**src/rtl/alu_share_arbiter.sv**
```systemverilog
// Two-requester round-robin front end for one shared combinational ALU.
// Each accepted operation goes through IDLE -> EXEC -> RESP, and the
// result is held until the owning requester consumes it.
module alu_share_arbiter (
   input  logic        clk,
   input  logic        rst,
   input  logic        req0_valid,
   output logic        req0_ready,
   input  logic [31:0] req0_a,
   input  logic [31:0] req0_b,
   input  logic [3:0]  req0_ctrl,
   output logic        rsp0_valid,
   input  logic        rsp0_ready,
   output logic [31:0] rsp0_result,
   output logic        rsp0_zero,
   input  logic        req1_valid,
   output logic        req1_ready,
   input  logic [31:0] req1_a,
   input  logic [31:0] req1_b,
   input  logic [3:0]  req1_ctrl,
   output logic        rsp1_valid,
   input  logic        rsp1_ready,
   output logic [31:0] rsp1_result,
   output logic        rsp1_zero,
   output logic [31:0] alu_a,
   output logic [31:0] alu_b,
   output logic [3:0]  alu_ctrl,
   input  logic [31:0] alu_result,
   input  logic        alu_zero
);

   typedef enum logic [1:0] {IDLE, EXEC, RESP} state_t;

   state_t      state;
   state_t      state_next;
   logic        ptr;
   logic        owner;
   logic        grant_any;
   logic        grant_id;
   logic        handshake;
   logic [31:0] op_a;
   logic [31:0] op_b;
   logic [3:0]  op_ctrl;
   logic [31:0] res;
   logic        res_zero;

   // Next-state, grant selection and handshake outputs.
   always_comb begin
      state_next = state;
      grant_any  = 1'b0;
      grant_id   = ptr;
      handshake  = 1'b0;
      req0_ready = 1'b0;
      req1_ready = 1'b0;
      rsp0_valid = 1'b0;
      rsp1_valid = 1'b0;
      case (state)
         IDLE: begin
            // ptr only breaks ties; a lone requester always wins.
            if (!rst && (req0_valid || req1_valid)) begin
               grant_any  = 1'b1;
               grant_id   = (req0_valid && req1_valid) ? ptr : req1_valid;
               req0_ready = ~grant_id;
               req1_ready = grant_id;
               state_next = EXEC;
            end
         end
         EXEC: state_next = RESP;
         RESP: begin
            rsp0_valid = ~owner;
            rsp1_valid = owner;
            handshake  = owner ? rsp1_ready : rsp0_ready;
            if (handshake) state_next = IDLE;
         end
         default: state_next = IDLE;
      endcase
   end

   // State, ownership, priority pointer, operand and result registers.
   always_ff @(posedge clk) begin
      if (rst) begin
         state    <= IDLE;
         ptr      <= 1'b0;
         owner    <= 1'b0;
         op_a     <= '0;
         op_b     <= '0;
         op_ctrl  <= '0;
         res      <= '0;
         res_zero <= 1'b0;
      end else begin
         state <= state_next;
         if (grant_any) begin
            owner   <= grant_id;
            op_a    <= grant_id ? req1_a    : req0_a;
            op_b    <= grant_id ? req1_b    : req0_b;
            op_ctrl <= grant_id ? req1_ctrl : req0_ctrl;
         end
         if (state == EXEC) begin
            res      <= alu_result;
            res_zero <= alu_zero;
         end
         if (handshake) ptr <= ~owner;
      end
   end

   assign alu_a       = op_a;
   assign alu_b       = op_b;
   assign alu_ctrl    = op_ctrl;
   assign rsp0_result = res;
   assign rsp0_zero   = res_zero;
   assign rsp1_result = res;
   assign rsp1_zero   = res_zero;

endmodule

```
**config.mk**
```make
export PLATFORM = sky130hd
export DESIGN_NAME = alu_share_arbiter
export DESIGN_NICKNAME = d
export VERILOG_FILES = /design/src/rtl/alu_share_arbiter.sv
export SDC_FILE = /design/constraint.sdc
export NUM_CORES = 1
export LEC_CHECK = 0
export CORE_MARGIN = 8
export CORE_UTILIZATION = 37
export DETAILED_ROUTE_END_ITERATION = 16
export PLACE_DENSITY = 0.91
export SETUP_SLACK_MARGIN = 0.02
export SLEW_MARGIN = 15
export SYNTH_ARGS = -nofsm -noshare
export SYNTH_HDL_FRONTEND = slang
export SYNTH_SLANG_ARGS = --single-unit
export TNS_END_PERCENT = 1
```
**constraint.sdc**
```tcl
create_clock -name clk -period 2.9 [get_ports clk]
set_input_delay 0.29 -clock clk [delete_from_list [all_inputs] [get_ports clk]]
set_output_delay 0.29 -clock clk [all_outputs]
set_load 0.02 [all_outputs]
```
# Yosys cells after proc, flatten, opt, wreduce, memory -nomap -nowiden
# Cells that the tools add are included.
# word_totals
output_inout_bits	138
input_bits	175
wordCells	39
ff_bits	105
# classes
n_bitwise	2
n_reduce_logical	6
mux	19
n_eq_ne	4
# op_table
operator	n
$mux W32	2
$mux W1	13
$pmux W2 S3	1
$mux W2	2
$mux W4	1
$ne A2 B2 Y1 const B	2
$eq A2 B1 Y1 const B	1
$eq A2 B2 Y1 const B	1
$logic_and A1 B1 Y1	2
$logic_not A2 Y1	1
$not A1 Y1	2
$reduce_and A2 Y1	1
$logic_not A1 Y1	1
$logic_or A1 B1 Y1	1

# Longest topological paths before layout
# depth
depth_word	5
ltp_mapped	8
ltp_nobuf	4

# Least setup slack after synthesis
# Ideal clock, no wire load.
# synth_timing
path_type	input-to-reg
from	input port rst
to	register op_b[10] (netlist: alu_b[10])
setup_ns	0.123
arrival_time_ns	1.285
cell_stages	7
setup_slack_ns	1.492
n_path_buf	3
path_cell_list	buf_4 nor3_4 and3_1 buf_6 buf_6 a222oi_1 inv_1
# synth_via
elab_chain_len	5
elab_cells_between_ends	7
cone_classes	5 x mux; 2 x reduce/logical
# synth_rtl
element	line	rtl
start, declared	6	input logic rst,
$logic_not A1 Y1	60	if (!rst && (req0_valid || req1_valid)) begin
$logic_and A1 B1 Y1	60	
$mux W1	60	
$mux W1	57	case (state)
$mux W32	95	op_b <= grant_id ? req1_b : req0_b;
end signal, assigned	95	
end, declared	42	logic [31:0] op_b;
# Several ways; a longest one is shown, not always the timed one.
# A chain may end at the register's enable or synchronous reset.

# Worst setup path in the final report
# layout_timing
from	register state[1]
to	output port req1_ready
# layout_via
elab_chain_len	2
# layout_rtl
element	line	rtl
start, declared	34	state_t state;
start signal, assigned	91	state <= state_next;
$logic_not A2 Y1	57	
$mux W1	57	
end, declared	17	output logic req1_ready,
# Every way passes these cells.

==> flow_metrics.env <==
export IMPL_status="completed"
export IMPL_report_power_total_mw=4.14
export IMPL_antennaDiodeCount=0
export IMPL_drv_cap=0
export IMPL_cts_setup_buffers=0
export IMPL_critical_path_class="flop to output pin"
export IMPL_synthAdderAreaFrac_pct=0
export IMPL_synth_top_family_by_area="compound AO/OA/AOI/OAI gates"
export IMPL_synth_cell_types=28
export IMPL_period_needed_ps=2250
export IMPL_finish_net_count=909
export IMPL_critPathArrivalTime_ps=1960
export IMPL_port_buffers=312
export IMPL_wl_per_cell_um=19.1
export IMPL_mostFrequentLayoutCell="clkdlybuf4s50_1"
export IMPL_areaGrowthSynthToFinish_pct=74.4
export IMPL_ys_ff_latch=105
export IMPL_syn_instance_count=475
export IMPL_synthFlopType="dfxtp_1"
export IMPL_start_util_pct=37.6
export IMPL_required_ps=2610
export IMPL_synth_area_um2=4260
export IMPL_drt_iter0_drc=449
export IMPL_synth_compound_area_share_pct=21.9
export IMPL_viasPerCell=5.13
export IMPL_async_flop_share_pct=0
export IMPL_path_max_fanout=5
export IMPL_cts_made_buffers=9
export IMPL_place_gp_congestion=0.831
export IMPL_cts_tree="done"
export IMPL_p_per_area_nw_per_um2=557
export IMPL_remaining_drc_errors=0
export IMPL_grt_pass1_vias=4761
export IMPL_first_pass_iters=6
export IMPL_grt_setup_unrepaired="no"
export IMPL_grt_start_max_net_pins=69
export IMPL_fin_skew_ps=11.7
export IMPL_synth_mux_area_share_pct=0.235
export IMPL_slew_headroom_pct=29.4
export IMPL_clockBufferDepth=2
export IMPL_crit_path_start_kind="flop"
export IMPL_core_area_um2=11300
export IMPL_root_buffer="clkbuf_16"
export IMPL_syn_num_nets=650
export IMPL_synth_edf_count=0
export IMPL_postCtsHoldBufs=0
export IMPL_drv_slew=0
export IMPL_postSynthAreaPerCell_um2=8.97
export IMPL_gr_total_overflow=0
export IMPL_ys_seq_area_share_pct=49.4
export IMPL_fmax_mhz=445
export IMPL_cts_sinks=105
export IMPL_clkTransAtPathRegs_ps=70
export IMPL_clk_latency_ps=340
export IMPL_final_cell_mix="clkdlybuf4s50_1 (312), dfxtp_1 (105), nand2_1 (88)"
export IMPL_routed_wl_mm=16.9
export IMPL_rows=39
export IMPL_cts_resized=0
export IMPL_min_path_type="flop to flop"
export IMPL_synthSimpleGateAreaFrac_pct=12.3
export IMPL_worst_pin_slew_ps=1060
export IMPL_finalSetupTns_ps=0
export IMPL_die_w_um=123
export IMPL_worst_setup_path_end_kind="output pin"
export IMPL_leakagePower_nw=3.00
export IMPL_drive_above_1_share_pct=5.41
export IMPL_min_period_over_period_pct=77.5
export IMPL_yosys_warnings=0
export IMPL_die_h_um=123
export IMPL_io_pins=313
export IMPL_hold_slack_ps=449
export IMPL_drtAntennaViolNets=0
export IMPL_dr_total_vias=4527
export IMPL_antenna_found_initial=0
export IMPL_ir_worst_vdd_mv=0.380
export IMPL_synth_xor_xnor_area_share_pct=0
export IMPL_die_area_um2=15200
export IMPL_grt_usage_pct=20.6
export IMPL_grt_first_pass_wirelength_mm=24.8
export IMPL_hpwl_mm=13.3
export IMPL_finalSetupViolations=0
export IMPL_cts_htree_levels=3
export IMPL_hold_violations=0
## metrics by stage
step / instances / cell area (µm²) / utilization [%] / worst slack (ps)
3_3_place_gp: 866 / 7120 / 62.9 / 633
2_1_floorplan: 475 / 4260 / - / 1490
3_5_place_dp: 866 / 7120 / 62.9 / 641
6_report: 882 / 7430 / 65.6 / 654
4_1_cts: 882 / 7430 / 65.6 / 621
5_1_grt: 882 / 7430 / 65.6 / 562
## routing by layer
layer	track usage (%)	wire length [µm]	vias up
li1	-	-	2133
met1	21.5	6010	2083
met2	36.0	8270	269
met3	8.08	2000	42
met4	9.10	588	0
met5	0	0	-
## path summary, 6_finish.rpt
check             cells past startpoint                     end              startpoint  slack [ps]
hold / removal                        2  alu_b[24]$_SDFFE_PP0P_  alu_b[24]$_SDFFE_PP0P_         450
hold reg to reg                       2  alu_b[24]$_SDFFE_PP0P_  alu_b[24]$_SDFFE_PP0P_         450
setup reg to reg                      5   alu_b[7]$_SDFFE_PP0P_   state[1]$_SDFFE_PP0P_         980
setup / recovery                      3              req1_ready   state[1]$_SDFFE_PP0P_         650
## critical path: stages, from the launching register on
cell and delay, ps:
dfxtp_1 380, nor3_4 270, and3_2 330, clkdlybuf4s50_1 640
## flip-flops by register name, indices dropped and copies added, names as in the netlist
name / cells
alu_a: 32
alu_ctrl: 4
alu_b: 32
state: 2
rsp0_result: 32
owner: 1
rsp0_zero: 1
ptr: 1
## kinds of logic (layout without fill, tap and decap cells)
logic type	after synthesis	after routing
AND/OR/NAND/NOR	122	122
AO/OA/AOI/OAI	127	127
buffers and inverters	120	384
multiplexers	1	1
flip-flops	105	105
## synthesized netlist by cell type, drive strengths merged (4+ instances only)
cell type  number  share of area (%)
dfxtp         105                 49
nand2          88                7.8
buf            59                 11
a21oi          56                7.5
a222oi         49                 12
inv            49                4.3
nor3           20                2.6
o21ai          19                2.2
clkbuf         12                1.1
nor2b           4               0.59
## final cells by class
class	instances	area, µm²
Timing Repair Buffer	319	3180
Sequential cell	105	2100
Inverter	49	184
Fill cell	865	3890
Tap cell	143	179
Clock buffer	9	225
Multi-Input combinational cell	250	1480
Clock inverter	7	78.8
## report_power, final
group / switching, mW / internal, mW
Clock: 0.555 / 0.678
Combinational: 0.580 / 0.629
Sequential: 0.101 / 1.60
No activity file was read; power rests on OpenSTA's default activity.
